File: src/rtl/mitm_pkg.sv
// Shared definitions for the MITM bus controller.
// State encodings, edge selection and derived widths.
package mitm_pkg;

  typedef logic [2:0] state_t;

  localparam state_t ST_IDLE     = 3'd0;
  localparam state_t ST_START    = 3'd1;
  localparam state_t ST_EVAL_REQ = 3'd2;
  localparam state_t ST_EVAL     = 3'd3;
  localparam state_t ST_LOAD     = 3'd4;
  localparam state_t ST_SEG      = 3'd5;
  localparam state_t ST_DONE     = 3'd6;

  function automatic bit sample_on_rise(
    input bit cpol,
    input bit cpha
  );
    return cpol == cpha;
  endfunction

  function automatic int dsw_of(input int max_bits);
    return $clog2(max_bits + 1);
  endfunction

endpackage

File: src/rtl/mitm_control_multi_lane_shifter.sv
// One lane: capture shift register, committed capture,
// and MSB-first replacement bit register.
module lane_shifter
  import mitm_pkg::*;
#(
  parameter int MAX = 9,
  parameter int DSW = 4
) (
  input  logic           clk,
  input  logic           rst_n,
  input  logic           latch_i,
  input  logic [MAX-1:0] fake_i,
  input  logic           load_i,
  input  logic           drive_i,
  input  logic           sample_i,
  input  logic           commit_i,
  input  logic           shift_i,
  input  logic           bit_i,
  input  logic [DSW-1:0] n_i,
  output logic           fake_bit_o,
  output logic [MAX-1:0] real_o
);

  logic [MAX-1:0] fq_q;
  logic [MAX-1:0] cap_q;
  logic [MAX-1:0] real_q;
  logic           bit_q;
  logic [MAX-1:0] cap_d;
  logic [DSW-1:0] idx;
  logic           present;

  assign cap_d   = {cap_q[MAX-2:0], bit_i};
  assign idx     = n_i - DSW'(1);
  assign present = (load_i && drive_i) || shift_i;

  always_ff @(posedge clk or negedge rst_n) begin
    if (!rst_n) begin
      fq_q   <= '0;
      cap_q  <= '0;
      real_q <= '0;
      bit_q  <= 1'b0;
    end else begin
      if (latch_i) fq_q <= fake_i;
      if (load_i) cap_q <= '0;
      // fq_q slides left so bit n-1 is always the next one out
      if (present) begin
        bit_q <= fq_q[idx];
        fq_q  <= fq_q << 1;
      end
      if (sample_i) cap_q <= cap_d;
      if (commit_i) real_q <= cap_d;
    end
  end

  assign fake_bit_o = bit_q;
  assign real_o     = real_q;

endmodule

File: src/rtl/mitm_control_multi.sv
// MITM controller for multi-lane SPI-style links:
// sync, edge detect, segment FSM and output mux.
module mitm_control_multi
  import mitm_pkg::*;
#(
  parameter int LANES         = 2,
  parameter int MAX_DATA_SIZE = 9,
  parameter bit CPOL          = 1'b0,
  parameter bit CPHA          = 1'b0,
  parameter bit SS_ACTIVE     = 1'b1,
  parameter int SYNC_STAGES   = 2,
  parameter int SEG_CNT_W     = 8,
  parameter int DSW           = dsw_of(MAX_DATA_SIZE)
) (
  input  logic                           sys_clk,
  input  logic                           rst,
  input  logic                           sclk_in,
  input  logic                           ss_in,
  input  logic [LANES-1:0]               lane_in,
  output logic                           sclk_out,
  output logic                           ss_out,
  output logic [LANES-1:0]               lane_out,
  output logic                           mitm_start,
  output logic                           mitm_eval,
  input  logic                           eval_done,
  input  logic                           mitm_done,
  input  logic [DSW-1:0]                 data_size,
  input  logic [LANES*MAX_DATA_SIZE-1:0] fake_data,
  input  logic [LANES-1:0]               fake_select,
  output logic [LANES*MAX_DATA_SIZE-1:0] real_data,
  output logic [SEG_CNT_W-1:0]           seg_count,
  output logic                           busy,
  output logic                           abort
);

  localparam int SW = LANES + 2;
  localparam bit SMP_RISE = sample_on_rise(CPOL, CPHA);
  localparam logic [SW-1:0] SYNC_RST =
    {{LANES{1'b0}}, ~SS_ACTIVE, CPOL};

  logic [SYNC_STAGES-1:0][SW-1:0] sync_q;
  logic [1:0]                     hist_q;
  logic [SW-1:0]                  s_now;
  logic [LANES-1:0]               lane_s;
  logic rise, fall, smp_edge, shf_edge;
  logic ss_act, ss_act_h, ss_on, ss_off;

  always_ff @(posedge sys_clk or negedge rst) begin
    if (!rst) begin
      sync_q <= {SYNC_STAGES{SYNC_RST}};
      hist_q <= SYNC_RST[1:0];
    end else begin
      sync_q[0] <= {lane_in, ss_in, sclk_in};
      for (int i = 1; i < SYNC_STAGES; i++)
        sync_q[i] <= sync_q[i-1];
      hist_q <= sync_q[SYNC_STAGES-1][1:0];
    end
  end

  assign s_now    = sync_q[SYNC_STAGES-1];
  assign lane_s   = s_now[SW-1:2];
  assign rise     = s_now[0] & ~hist_q[0];
  assign fall     = ~s_now[0] & hist_q[0];
  assign smp_edge = SMP_RISE ? rise : fall;
  assign shf_edge = SMP_RISE ? fall : rise;
  assign ss_act   = s_now[1] == SS_ACTIVE;
  assign ss_act_h = hist_q[1] == SS_ACTIVE;
  assign ss_on    = ss_act & ~ss_act_h;
  assign ss_off   = ~ss_act & ss_act_h;

  state_t               state_q, state_d;
  logic [DSW-1:0]       cnt_q, cnt_d;
  logic [DSW-1:0]       n_q, n_d, n_clamp;
  logic [LANES-1:0]     sel_q, sel_d;
  logic [SEG_CNT_W-1:0] seg_q, seg_d, seg_inc;
  logic                 abort_q, abort_d;
  logic                 in_txn;
  logic latch, load, smp, shf, commit;

  assign n_clamp = (data_size > DSW'(MAX_DATA_SIZE)) ?
                   DSW'(MAX_DATA_SIZE) : data_size;
  assign seg_inc = (&seg_q) ? seg_q : seg_q + SEG_CNT_W'(1);
  assign in_txn  = state_q inside
    {ST_START, ST_EVAL_REQ, ST_EVAL, ST_LOAD, ST_SEG};

  always_comb begin
    state_d = state_q;
    cnt_d   = cnt_q;
    n_d     = n_q;
    sel_d   = sel_q;
    seg_d   = seg_q;
    abort_d = 1'b0;
    latch   = 1'b0;
    load    = 1'b0;
    smp     = 1'b0;
    shf     = 1'b0;
    commit  = 1'b0;
    // losing SS wins over any handshake or final edge
    if (in_txn && ss_off) begin
      abort_d = 1'b1;
      sel_d   = '0;
      state_d = ST_IDLE;
    end else begin
      unique case (state_q)
        ST_IDLE: if (ss_on) begin
          seg_d   = '0;
          state_d = ST_START;
        end
        ST_START:    state_d = ST_EVAL_REQ;
        ST_EVAL_REQ: state_d = ST_EVAL;
        ST_EVAL: if (eval_done) begin
          if (mitm_done) begin
            sel_d   = '0;
            state_d = ST_DONE;
          end else begin
            n_d     = n_clamp;
            sel_d   = fake_select;
            latch   = 1'b1;
            state_d = ST_LOAD;
          end
        end
        ST_LOAD: begin
          load  = 1'b1;
          cnt_d = '0;
          if (n_q == '0) begin
            seg_d   = seg_inc;
            state_d = ST_EVAL_REQ;
          end else begin
            state_d = ST_SEG;
          end
        end
        ST_SEG: begin
          shf = shf_edge;
          if (smp_edge) begin
            smp   = 1'b1;
            cnt_d = cnt_q + DSW'(1);
            if (cnt_d == n_q) begin
              commit  = 1'b1;
              seg_d   = seg_inc;
              state_d = ST_EVAL_REQ;
            end
          end
        end
        ST_DONE: if (ss_off) state_d = ST_IDLE;
        default: state_d = ST_IDLE;
      endcase
    end
  end

  always_ff @(posedge sys_clk or negedge rst) begin
    if (!rst) begin
      state_q <= ST_IDLE;
      cnt_q   <= '0;
      n_q     <= '0;
      sel_q   <= '0;
      seg_q   <= '0;
      abort_q <= 1'b0;
    end else begin
      state_q <= state_d;
      cnt_q   <= cnt_d;
      n_q     <= n_d;
      sel_q   <= sel_d;
      seg_q   <= seg_d;
      abort_q <= abort_d;
    end
  end

  logic [LANES-1:0] fake_bit;
  logic             drive;

  assign drive = !CPHA && (n_q != '0);

  for (genvar l = 0; l < LANES; l++) begin : g_lane
    lane_shifter #(
      .MAX (MAX_DATA_SIZE),
      .DSW (DSW)
    ) u_sh (
      .clk        (sys_clk),
      .rst_n      (rst),
      .latch_i    (latch),
      .fake_i     (fake_data[l*MAX_DATA_SIZE +: MAX_DATA_SIZE]),
      .load_i     (load),
      .drive_i    (drive),
      .sample_i   (smp),
      .commit_i   (commit),
      .shift_i    (shf),
      .bit_i      (lane_s[l]),
      .n_i        (n_q),
      .fake_bit_o (fake_bit[l]),
      .real_o     (real_data[l*MAX_DATA_SIZE +: MAX_DATA_SIZE])
    );
    assign lane_out[l] = (busy && sel_q[l]) ? fake_bit[l] : lane_in[l];
  end

  assign sclk_out   = sclk_in;
  assign ss_out     = ss_in;
  assign busy       = state_q != ST_IDLE;
  assign mitm_start = state_q == ST_START;
  assign mitm_eval  = state_q == ST_EVAL_REQ;
  assign seg_count  = seg_q;
  assign abort      = abort_q;

endmodule

File: config.mk
export PLATFORM = sky130hd
export DESIGN_NAME = mitm_control_multi
export DESIGN_NICKNAME = d
export VERILOG_FILES = /design/src/rtl/mitm_pkg.sv /design/src/rtl/mitm_control_multi_lane_shifter.sv /design/src/rtl/mitm_control_multi.sv
export SDC_FILE = /design/constraint.sdc
export NUM_CORES = 1
export LEC_CHECK = 0
export ABC_AREA = 0
export CAP_MARGIN = 10
export CORE_AREA = 2 2 119 121
export DETAILED_ROUTE_END_ITERATION = 6
export DIE_AREA = 0 0 121 123
export GPL_TIMING_DRIVEN = 0
export PLACE_DENSITY = 0.46
export SLEW_MARGIN = 20
export SYNTH_ARGS = -nofsm -noshare
export SYNTH_HDL_FRONTEND = slang
export SYNTH_SLANG_ARGS = --single-unit
File: constraint.sdc
create_clock -name sys_clk -period 2.27 [get_ports sys_clk]
set_input_delay 0.681 -clock sys_clk [delete_from_list [all_inputs] [get_ports sys_clk]]
set_output_delay 0.681 -clock sys_clk [all_outputs]
set_load 0.02 [all_outputs]
==> After elaboration in Yosys (flattened, before gate mapping) <==
Index checks and enable logic that the tools add are counted.
{ "op_classes": {"n_eq_ne": 16, "bitwise_logic": 10, "mux": 51, "n_addsub": 3, "order_cmp": 2, "reduce_logical": 22} }
{ "op_table": {"columns": ["operator", "count"], "rows": [
  ["8-bit 2-to-1 mux", 8],
  ["9-bit 2-to-1 mux", 4],
  ["8-bit case mux with 3 select lines", 1],
  ["3-bit 2-to-1 mux", 7],
  ["3-bit case mux with 7 select lines", 1],
  ["1-bit 2-to-1 mux", 20],
  ["2-bit 2-to-1 mux", 5],
  ["2-bit nonzero test", 5],
  ["3-bit == test, second input constant", 3],
  ["8-bit by 1-bit adder with 8-bit output, second input constant", 1],
  ["1-bit binary-select mux with 4-bit select", 2],
  ["4-bit 2-to-1 mux", 2],
  ["4-bit case mux with 2 select lines", 1],
  ["8-bit AND reduction", 1],
  ["3-bit by 2-bit == test with 1-bit output, second input constant", 2],
  ["3-bit by 2-bit != test with 1-bit output, second input constant", 2],
  ["3-bit != test, second input constant", 2],
  ["1-bit inverter", 6],
  ["6-bit AND reduction", 1],
  ["3-bit nonzero test", 2],
  ["4-bit by 5-bit less-than comparator with 1-bit output, second input constant", 1],
  ["5-bit AND reduction", 1],
  ["5-bit nonzero test", 1],
  ["4-bit by 1-bit adder with 4-bit output, second input constant", 1],
  ["16 further kinds", 24]
]} }
{ "totals": {"wordCells": 121, "out_inout_bits": 34, "input_bits": 32, "register_bits": 86} }

==> Depth between registers and ports, before layout <==
Gate-level depths: netlist (run 1).
{ "depth": {"depth_word": 7, "ltp_mapped": 9, "depth_no_buf": 7} }

==> Hierarchy <==
A second synthesis (run 1) with hierarchy kept.
{ "hier_totals": {"hier_cells": 370, "hier_area_um2": 4102.7} }
{ "modules_own_cells": {"columns": ["mod", "n_inst", "cells_each", "area_per_inst_um2", "seq_area_each_um2"], "rows": [
  ["lane_shifter", 2, 98, 1196.1, 675.6],
  ["mitm_control_multi", 1, 174, 1710.4, 800.8]
]} }

==> Worst setup path after synthesis (run 1) <==
Ideal clock, no wire load.
{ "synth_timing": {"path_kind": "reg2reg", "startpoint": "register n_q[0]", "endpoint": "register seg_q[4], in the netlist seg_count[4]", "stages_incl_launch_ff": 10, "slack_ns": 0.185, "t_required_ns": 2.190, "arrival_ns": 2.005, "period_less_slack_ns": 2.085, "n_path_buf": 2, "setup_ns": 0.080, "cell_sequence": "dfrtp_1 buf_2 inv_1 ha_1 nor3b_1 or3_1 nand4_2 or3_1 buf_6 o211ai_2"} }
{ "synth_between": {"elab_chain_len": 3, "elab_cells_between_ends": 5, "cone_classes": "3 x eq/ne; 2 x reduce/logical"} }
{ "synth_lines": {"columns": ["element", "line_no", "source"], "rows": [
  ["start, declared", "mitm_control_multi.sv:73", "logic [DSW-1:0] n_q, n_d, n_clamp;"],
  ["start signal, assigned", "mitm_control_multi.sv:161", "n_q <= n_d;"],
  ["4-bit == test or 4-bit zero test (tied branches)", "mitm_control_multi.sv:137, mitm_control_multi.sv:125", null],
  ["2-bit by 1-bit != test with 1-bit output (no source line)", null, null],
  ["6-bit AND reduction (no source line) (*)", null, null],
  ["end signal, assigned", "mitm_control_multi.sv:163", "seg_q <= seg_d;"],
  ["end, declared", "mitm_control_multi.sv:75", "logic [SEG_CNT_W-1:0] seg_q, seg_d, seg_inc;"]
]} }
Mark *: on every way between the ends. The rest lies on a longest branch, timed or not.
A chain may end at the register's enable or synchronous reset.

==> Worst setup path after layout (run 1) <==
{ "layout_timing": {"startpoint": "register state_q[2]", "endpoint": "output port lane_out[1]"} }
{ "layout_between": {"elab_chain_len": 3} }
{ "layout_lines": {"columns": ["element", "line_no", "source"], "rows": [
  ["start, declared", "mitm_control_multi.sv:71", "state_t state_q, state_d;"],
  ["start signal, assigned", "mitm_control_multi.sv:159", "state_q <= state_d;"],
  ["3-bit nonzero test", "mitm_control_multi.sv:197", "assign busy = state_q != ST_IDLE;"],
  ["1-bit logical AND", "mitm_control_multi.sv:192", "assign lane_out[l] = (busy && sel_q[l]) ? fake_bit[l] : lane_in[l];"],
  ["1-bit 2-to-1 mux", "mitm_control_multi.sv:192", null],
  ["end, declared", "mitm_control_multi.sv:22", "output logic [LANES-1:0] lane_out,"]
]} }
No other way between the ends.

==> impl_metrics.csv, run 1 <==
group,metric,value,unit
critical_path,critical_path.most_common_cell,"buf_6",
critical_path,r2r-end,"g_lane[1].u_sh.real_o[0]$_DFFE_PN0P_",
synthesis,synth_largest_area_cell,"dfrtp_1",
route,drt-total-wl,9003,um
critical_path,ff2ff_path_depth,7,
synthesis,yosys-top-cells-area,"dfrtp_1, a22o_1, mux2_2",
power_and_ir_drop,p_per_area,1070,mW/mm2
synthesis,yosysSeqAreaShare,0.5383,
critical_path,cp_data_required_time,1.59,ns
critical_path,r2r-start,"cnt_q[0]$_DFFE_PN0P_",
clocking,htree_levels,3,
placement,io_buffers,65,
timing,fin_crit_sh,1.022,
cells_and_area,antenna_cells,0,
power_and_ir_drop,combPwrFrac,0.372,
route,wl_met2,4105,um
route,wl_met1,4307,um
route,final_antenna_net_count,0,
route,avgRoutedWirePerCell,14.98,um
critical_path,critPathArrivalTime,1.64,ns
synthesis,syn_area,0.003998,mm2
global_routing,grt.total_usage,0.1280,
timing,rsz0062_at_grt,"yes",
route,first_pass_iters,4,
clocking,clk_pin_slew_worst_paths,0.06,ns
clocking,cts_hold_buf,0,
global_routing,overflow,0,
power_and_ir_drop,p_int,3.853,mW
critical_path,slowest_delay,0.38,ns
synthesis,synthFlopType,"dfrtp_1",
global_routing,grt_pass1_wl,14880,um
power_and_ir_drop,vdd_drop_max,0.3388,mV
timing,clock.fmax,431.1,MHz
global_routing,grt_max_degree,53,
route,routed-via-count,2864,
critical_path,critPathMaxFanout,7,
placement,gp_congestion,0.7864,
floorplanning,die_h,123,um
critical_path,cp-end-kind,"primary output",
route,vias_per_cell,4.765,
route,wl_met3,412,um
timing,setup-tns-final,-0.09168,ns
synthesis,ys_types,54,
cells_and_area,drive_gt1_frac,0.2280,
status,outcome,"finished with violations",
power_and_ir_drop,p_switching,1.878,mW
placement,placed_cells,577,
synthesis,synth-seq-cells,86,
global_routing,grt_pass1_vias,2910,
synthesis,synthCells,331,
cells_and_area,utilization,0.3935,
timing,setup_ws,-0.04955,ns
power_and_ir_drop,clock_power_share,0.261,
critical_path,crit_chain,"buf_6, nor3_4, inv_2, nand2_4, mux2_4, buf_6",
floorplanning,core,0.01361,mm2
cells_and_area,area_growth,33.99,%
critical_path,crit_type,"register to primary output",
synthesis,yosysMostFrequentCell,"dfrtp_1",
synthesis,yosysTopAreaCellShare,0.5383,
status,failed_checks,"negative setup slack",
critical_path,cp_slowest_cell,"dfrtp_1",
clocking,insertion_delay,0.33,ns
synthesis,synth_edf_count,0,
timing,maxSlewHeadroom,0.6256,
power_and_ir_drop,p_leak,2.418,nW
route,drtIter0Drc,135,
synthesis,synth_common_cells,"dfrtp_1, a22o_1, nand2_1, nor2_1",
global_routing,antenna_found_initial,0,
route,drc_errors,0,
synthesis,syn_area_per_cell,12.08,um2
timing,finalClockSkew,0.005002,ns
cells_and_area,final_nets,451,
critical_path,reg2reg_slack,0.10,ns
clocking,cts.sinks,86,
worst_hold_path,hold_class,"input pin to asynchronous set/reset pin",
floorplanning,rows,43,
floorplanning,ioPinCount,66,
timing,finalMaxSlewViolations,0,
critical_path,startpoint_type,"register",
clocking,cts_tree,"done",
critical_path,crit_start,"state_q[2]$_DFFE_PN0P_",
synthesis,async_flop_share,1.000,
floorplanning,die_area,0.01488,mm2
power_and_ir_drop,switching_share,0.3277,
synthesis,yosys_warnings,0,
clocking,numCtsBuffers,9,
job,drv_cap,0,
floorplanning,start_util,0.2937,
floorplanning,fp.dieW,121,um
clocking,root_buffer,"clkbuf_16",
route,top_layer,"met4",
timing,hold_violations,0,
timing,holdWs,0.2305,ns
synthesis,synth_nets,366,
placement,hpwlAfterDp,6302,um
timing,finalCriticalPeriod,2.320,ns
cells_and_area,stdcell_count,601,
timing,finalSetupViolCount,2,
timing,worstMarginPinSlew,0.5557,ns
clocking,cts_buffer_depth,2,
power_and_ir_drop,p_seq_frac,0.367,
## state kept, by name, indices dropped and copies added, names as in the netlist, 4 cells and up
| signal | flops |
|---|---|
| g_lane.u_sh.cap_q | 16 |
| seg_count | 8 |
| cnt_q | 4 |
| g_lane.u_sh.fq_q | 18 |
| s_now | 4 |
| sync_q | 4 |
| g_lane.u_sh.real_o | 18 |
| n_q | 4 |
## worst max-delay path: cells and delay by family, from the launching register on
kind | cells | cell delay (ns)
DFF | 1 | 0.38
buffers and inverters | 3 | 0.36
muxes | 1 | 0.31
and+or+nand+nor | 2 | 0.25
## area by class of cell
type                    instances  area (um2)
plain buffers                  20       153.9
flip-flops and latches         86        2155
inverters                       9       33.78
well taps                     180       225.2
fillers                      1349        8255
multi-input cells             216        1757
repair buffers                 74       729.5
clock buffers                  13       260.3
clock inverters                 3       42.54
## power by group through the flow
stage / sequential [mW] / clock [mW] / combinational (mW)
2_1_floorplan: 2.06 / 0 / 1.38
4_1_cts: 2.09 / 1.55 / 1.99
5_1_grt: 2.15 / 1.59 / 2.33
3_3_place_gp: 2.10 / 0 / 1.90
6_report: 2.10 / 1.50 / 2.13
3_5_place_dp: 2.11 / 0 / 1.91
## cells in the final DEF, fill, tap and decap left out, types with 3 or more instances in the layout
master / count
o211ai_2: 3
a22o_1: 33
nor2_1: 17
o21ai_0: 6
a21oi_1: 9
mux2_2: 10
clkbuf_16: 9
o22ai_1: 4
xnor2_1: 4
nor3_4: 3
nand3b_1: 3
or3_1: 4
or2_2: 4
mux4_2: 4
clkbuf_8: 3
a21o_1: 12
nand3_1: 8
nor3_1: 9
o211ai_1: 3
clkbuf_1: 6
mux2_4: 4
buf_6: 8
inv_1: 7
clkdlybuf4s50_1: 57
nand2b_1: 3
buf_4: 14
nand2_1: 20
mux2_1: 10
dfrtp_1: 84
clkbuf_2: 5
## how the worst max path moves through the flow
stage	end	slack (ns)
2_1_floorplan	seg_count[4]$_DFFE_PN0P_	0.18
3_3_place_gp	g_lane[1].u_sh.real_o[3]$_DFFE_PN0P_	-2.79
3_5_place_dp	lane_out[0]	-0.42
4_1_cts	lane_out[1]	-0.14
5_1_grt	lane_out[1]	-0.12
6_report	lane_out[1]	-0.05
## metal layers
metal | vias to the layer above | GRT usage
met5 | - | 0
met4 | 0 | 0.06105
met3 | 13 | 0.02629
met2 | 63 | 0.1949
met1 | 1402 | 0.1746
li1 | 1386 | -
## cells by family (layout without fill, tap and decap cells)
kind of cell / after synthesis / count (layout) / share of synthesized area
AND/OR/NAND/NOR: 90 / 90 / 0.1258
flip-flops: 86 / 86 / 0.5383
AO/OA/AOI/OAI: 85 / 85 / 0.1653
multiplexers: 30 / 30 / 0.09703
buffers and inverters: 29 / 119 / 0.04069
XOR/XNOR: 8 / 8 / 0.02347
adder cells (fa/ha/maj): 3 / 3 / 0.009391
## stage by stage
stage	worst slack, ns	power [mW]	instance area [um2]
floorplan	0.1846	3.443	3998
global placement	-2.794	3.997	4873
detailed placement	-0.4162	4.023	4902
CTS	-0.1407	5.634	5253
global route	-0.1240	6.072	5356
finish	-0.04955	5.730	5356
## what timing repair did
item / 4_1_cts / 5_1_grt
pin swaps: 0 / 6
setup buffers: 1 / 7
gates resized for setup: 36 / 22
cloned: 0 / 0
endpoints found under the setup margin: 32 / 35
Power figures use the tool's default switching activity.
==> inputs of run 2 (changes only) <==
--- a/config.mk
+++ b/config.mk
@@ -11,7 +11,7 @@
 export DETAILED_ROUTE_END_ITERATION = 6
 export DIE_AREA = 0 0 121 123
 export GPL_TIMING_DRIVEN = 0
-export PLACE_DENSITY = 0.46
+export PLACE_DENSITY = 0.55
 export SLEW_MARGIN = 20
 export SYNTH_ARGS = -nofsm -noshare
 export SYNTH_HDL_FRONTEND = slang
==> run 2 against run 1 <==
  * The run still ends with negative setup slack left
  * Wire length decreased by 2.4%
  * Via count hardly changed
  * Hold slack improved by 0.073 ns
  * Critical endpoint is now lane_out[0]
  * Largest power group is now registers
==> impl_metrics.csv, run 2 (synthesized netlist as in run 1, its figures left out) <==
group,metric,value,unit
status,outcome,"finished with violations",
status,failed_checks,"negative setup slack",
critical_path,critPathArrivalTime,1.64,ns
cells_and_area,final_cell_mix,"dfrtp_1, clkdlybuf4s50_1, a22o_1",
floorplanning,start_util,0.2937,
global_routing,grt_max_degree,53,
critical_path,crit_start,"state_q[2]$_DFFE_PN0P_",
route,first_pass_iters,4,
floorplanning,core,0.01361,mm2
timing,finalSetupViolCount,2,
timing,clock.fmax,430.3,MHz
route,drc_errors,0,
clocking,cts.sinks,86,
cells_and_area,antenna_cells,0,
timing,finalClockSkew,0.007943,ns
route,drt-total-wl,8789,um
global_routing,grt_pass1_vias,2869,
clocking,cts_tree,"done",
global_routing,antenna_found_initial,0,
cells_and_area,final_nets,449,
floorplanning,ioPinCount,66,
timing,holdWs,0.3031,ns
critical_path,reg2reg_slack,0.09,ns
critical_path,cp_slowest_cell,"dfrtp_1",
floorplanning,die_h,123,um
route,avgRoutedWirePerCell,14.67,um
critical_path,crit_family,"flip-flops",
critical_path,cp-end-kind,"primary output",
global_routing,grt.total_usage,0.1256,
route,top_layer,"met4",
timing,finalMaxSlewViolations,0,
power_and_ir_drop,vdd_drop_max,0.4976,mV
route,wl_met2,4224,um
floorplanning,die_area,0.01488,mm2
cells_and_area,utilization,0.3921,
power_and_ir_drop,p_per_area,1063,mW/mm2
route,wl_met1,4087,um
cells_and_area,area_growth,33.52,%
route,vias_per_cell,4.783,
clocking,clk_pin_slew_worst_paths,0.07,ns
floorplanning,rows,43,
critical_path,r2r-start,"cnt_q[0]$_DFFE_PN0P_",
critical_path,slowest_delay,0.38,ns
critical_path,crit_buf_inv,3,
global_routing,grt_pass1_wl,14710,um
critical_path,critPathCapture,"lane_out[0]",
timing,rsz0062_at_grt,"yes",
clocking,insertion_delay,0.34,ns
global_routing,overflow,0,
timing,setup_ws,-0.05372,ns
cells_and_area,final_common_cell,"dfrtp_1",
route,drtIter0Drc,129,
timing,maxSlewHeadroom,0.6333,
timing,worstMarginPinSlew,0.5443,ns
placement,hpwlAfterDp,6253,um
critical_path,crit_chain,"buf_6, nor3_4, inv_2, nand2_2, mux2_4, buf_6",
job,drv_cap,0,
timing,finalCriticalPeriod,2.324,ns
route,final_antenna_net_count,0,
critical_path,cp.depth,6,
critical_path,cp_data_required_time,1.59,ns
timing,hold_violations,0,
critical_path,critPathMaxFanout,8,
critical_path,ff2ff_path_depth,7,
placement,preCtsSetupSlack,-0.4305,ns
clocking,numCtsBuffers,9,
clocking,htree_levels,3,
placement,io_buffers,65,
clocking,root_buffer,"clkbuf_16",
critical_path,critical_path.most_common_cell,"buf_6",
worst_hold_path,hold_class,"input pin to asynchronous set/reset pin",
clocking,cts_hold_buf,0,
critical_path,startpoint_type,"register",
critical_path,crit_type,"register to primary output",
clocking,cts_buffer_depth,2,
critical_path,r2r-end,"g_lane[1].u_sh.real_o[4]$_DFFE_PN0P_",
power_and_ir_drop,p_leak,2.406,nW
placement,gp_congestion,0.8136,
route,routed-via-count,2865,
cells_and_area,drive_gt1_frac,0.2291,
route,wl_met3,387,um
floorplanning,fp.dieW,121,um
timing,fin_crit_sh,1.024,
run 2: changes by cell type in the layout (fill, tap and decap cells not counted), sizes merged:
| cell | change |
|---|---|
| clkinvlp | +1 |
| inv | +2 |
| clkbuf | -3 |
| buf | -2 |
run 2: cell type report:
type                            instances  area [um2]
Fill cell                            1318        8274
Timing Repair Buffer                   72       710.7
Sequential cell                        86        2155
Clock buffer                           10       239.0
Clock inverter                          6       67.56
Multi-Input combinational cell        216        1757
Inverter                                9       33.78
Tap cell                              180       225.2
Buffer                                 20       150.1
run 2: metrics by stage:
step / total power, mW / cells / cell area (um2) / TNS, ns
floorplan: 3.443 / 331 / 3998 / 0
global placement: 3.965 / 576 / 4873 / -239.84
detailed placement: 4.013 / 577 / 4898 / -6.409
CTS: 5.681 / 594 / 5285 / -0.1478
global route: 6.050 / 599 / 5338 / -0.2115
finish: 5.672 / 599 / 5338 / -0.08857
run 2: how the worst min path moves through the flow:
stage	endpoint	depth (start not counted)	startpoint
4_1_cts	g_lane[0].u_sh.real_o[7]$_DFFE_PN0P_	1	rst
2_1_floorplan	s_now[0]$_DFF_PN0_	0	sync_q[0]$_DFF_PN0_
3_3_place_gp	s_now[3]$_DFF_PN0_	0	sync_q[3]$_DFF_PN0_
6_report	g_lane[1].u_sh.real_o[7]$_DFFE_PN0P_	1	rst
3_5_place_dp	s_now[1]$_DFF_PN0_	0	sync_q[1]$_DFF_PN0_
5_1_grt	g_lane[0].u_sh.cap_q[7]$_DFFE_PN0P_	1	rst
run 2: layer usage:
metal | vias up | GRT usage
li1 | 1379 | -
met1 | 1414 | 0.1711
met2 | 65 | 0.1987
met3 | 7 | 0.03229
met4 | 0 | 0.03488
met5 | - | 0
run 2: what timing repair did:
action / CTS / global route
endpoints found under the hold margin: 0 / 0
setup buffers: 1 / 5
setup endpoints to repair: 30 / 32
pin swaps: 1 / 3
gates resized for setup: 44 / 15
run 2: report_power, final:
part | switching (mW) | internal [mW]
registers | 0.259 | 1.84
clock network | 0.622 | 0.889
logic | 0.998 | 1.07
total | 1.88 | 3.79
==> RTL edit: new RTL, config.mk and constraints of run 1 <==
Take the reset off `n_q` and load it in a clocked block of its own.
--- a/src/rtl/mitm_control_multi.sv
+++ b/src/rtl/mitm_control_multi.sv
@@ -152,5 +152,4 @@
       state_q <= ST_IDLE;
       cnt_q   <= '0;
-      n_q     <= '0;
       sel_q   <= '0;
       seg_q   <= '0;
@@ -159,9 +158,12 @@
       state_q <= state_d;
       cnt_q   <= cnt_d;
-      n_q     <= n_d;
       sel_q   <= sel_d;
       seg_q   <= seg_d;
       abort_q <= abort_d;
     end
+  end
+
+  always_ff @(posedge sys_clk) begin
+    n_q <= n_d;
   end
 
Formal check against the unedited RTL: same outputs for any inputs over 10 cycles, from zero or initial values and one cycle with rst low; that may be too few to reach the edited logic, so the function may still have changed.
==> RTL edit against run 1 <==
  * The flow still finishes with violations (negative setup slack)
  * Core utilization down 0.32 points
  * Total power down 14%
  * Sequential share of layout area up 0.71 points
  * Wire length unchanged
  * Combinational power down 33%
  * Via count down 0.87%
  * Setup slack better by 0.016 ns
  * Synthesized area down 0.66%
  * Cell area down 0.82%
  * Die area unchanged
  * Global-route usage up 0.17 points
  * Sequential cell count unchanged
  * Critical path type unchanged
  * Largest cell class unchanged
==> RTL edit: results (changes against run 1) <==
[outcome]
status=finished with violations
violations=negative setup slack

[synthesis]
synth_cell_type_count=52  ; -3.7%
avgSynthCellArea_sq_um=12.4  ; +2.8%
synthTopCellsByCount=dfrtp_1 (82), a22o_1 (36), mux2_2 (24), nand2_1 (18), a21o_1 (16)

[critical_path]
startpoint=state_q[1]
r2r_setup_slack_ns=0.13  ; +0.03 ns
r2r_end=g_lane[1].u_sh.fake_bit_o
cp_max_fo=8  ; +1
critPathCapture=lane_out[0]

[sta]
setup_ws_ns=-0.0340  ; +0.0156 ns
setup_viol=2  ; unchanged
worst_pin_slew_ns=0.613  ; +0.0576 ns
fin_skew_ns=0.00669  ; +0.00169 ns

[finish]
non_clock_buffer_count=91  ; -3.2%
multi_input_area_share_pct=32.9  ; +0.058 points
n_all_inverters=8  ; -1
multi_input_cells=206  ; -4.6%
fillerInstances=1315  ; -2.5%
multi_input_area_sq_mm=0.00175  ; -0.64%
seq_share_pct=40.9  ; +0.71 points

[place]
pre_cts_ws_ns=-0.370  ; +0.0465 ns
dp.cells=566  ; -1.9%

[pwr]
static-leakage-power_nw=2.42  ; +0.17%
pwr-share-clk_pct=29.7  ; +3.6 points

[drt]
routed-wl-met3_um=439  ; +6.6%

[grt]
grt_first_pass_wirelength_um=14800  ; -0.32%
grt.total_usage_pct=13.0  ; +0.17 points
grt_use_met1_pct=18.1  ; +0.66 points
grt_max_degree=48  ; -9.4%

RTL edit: cell count changes in the layout (fill, tap and decap cells not counted), moves of 4 or more:
| cell | run 1 | this run |
|---|---|---|
| a21o_1 | 12 | 16 |
| dfrtp_1 | 84 | 80 |
| edfxtp_1 | 0 | 4 |
| mux2_1 | 10 | 0 |
| mux2_2 | 10 | 22 |
| nand2_1 | 20 | 16 |
| nor2_1 | 17 | 10 |
| nor3_1 | 9 | 4 |
RTL edit: logic make-up (layout without fill, tap and decap cells):
logic type      after synthesis  after routing  share of synthesized area (%)
compound gates               87             87                           17.4
flops                        86             86                           54.7
simple gates                 79             79                           11.8
mux                          29             29                           9.33
buf+inv                      28            114                           3.72
xor+xnor                      8              8                           2.17
fa+ha+maj                     3              3                          0.945
RTL edit: timing repair:
item | in CTS | in global routing
setup endpoints to repair | 44 | 40
gates resized for setup | 38 | 25
pin swaps | 3 | 6
buffers inserted | 4 | 1
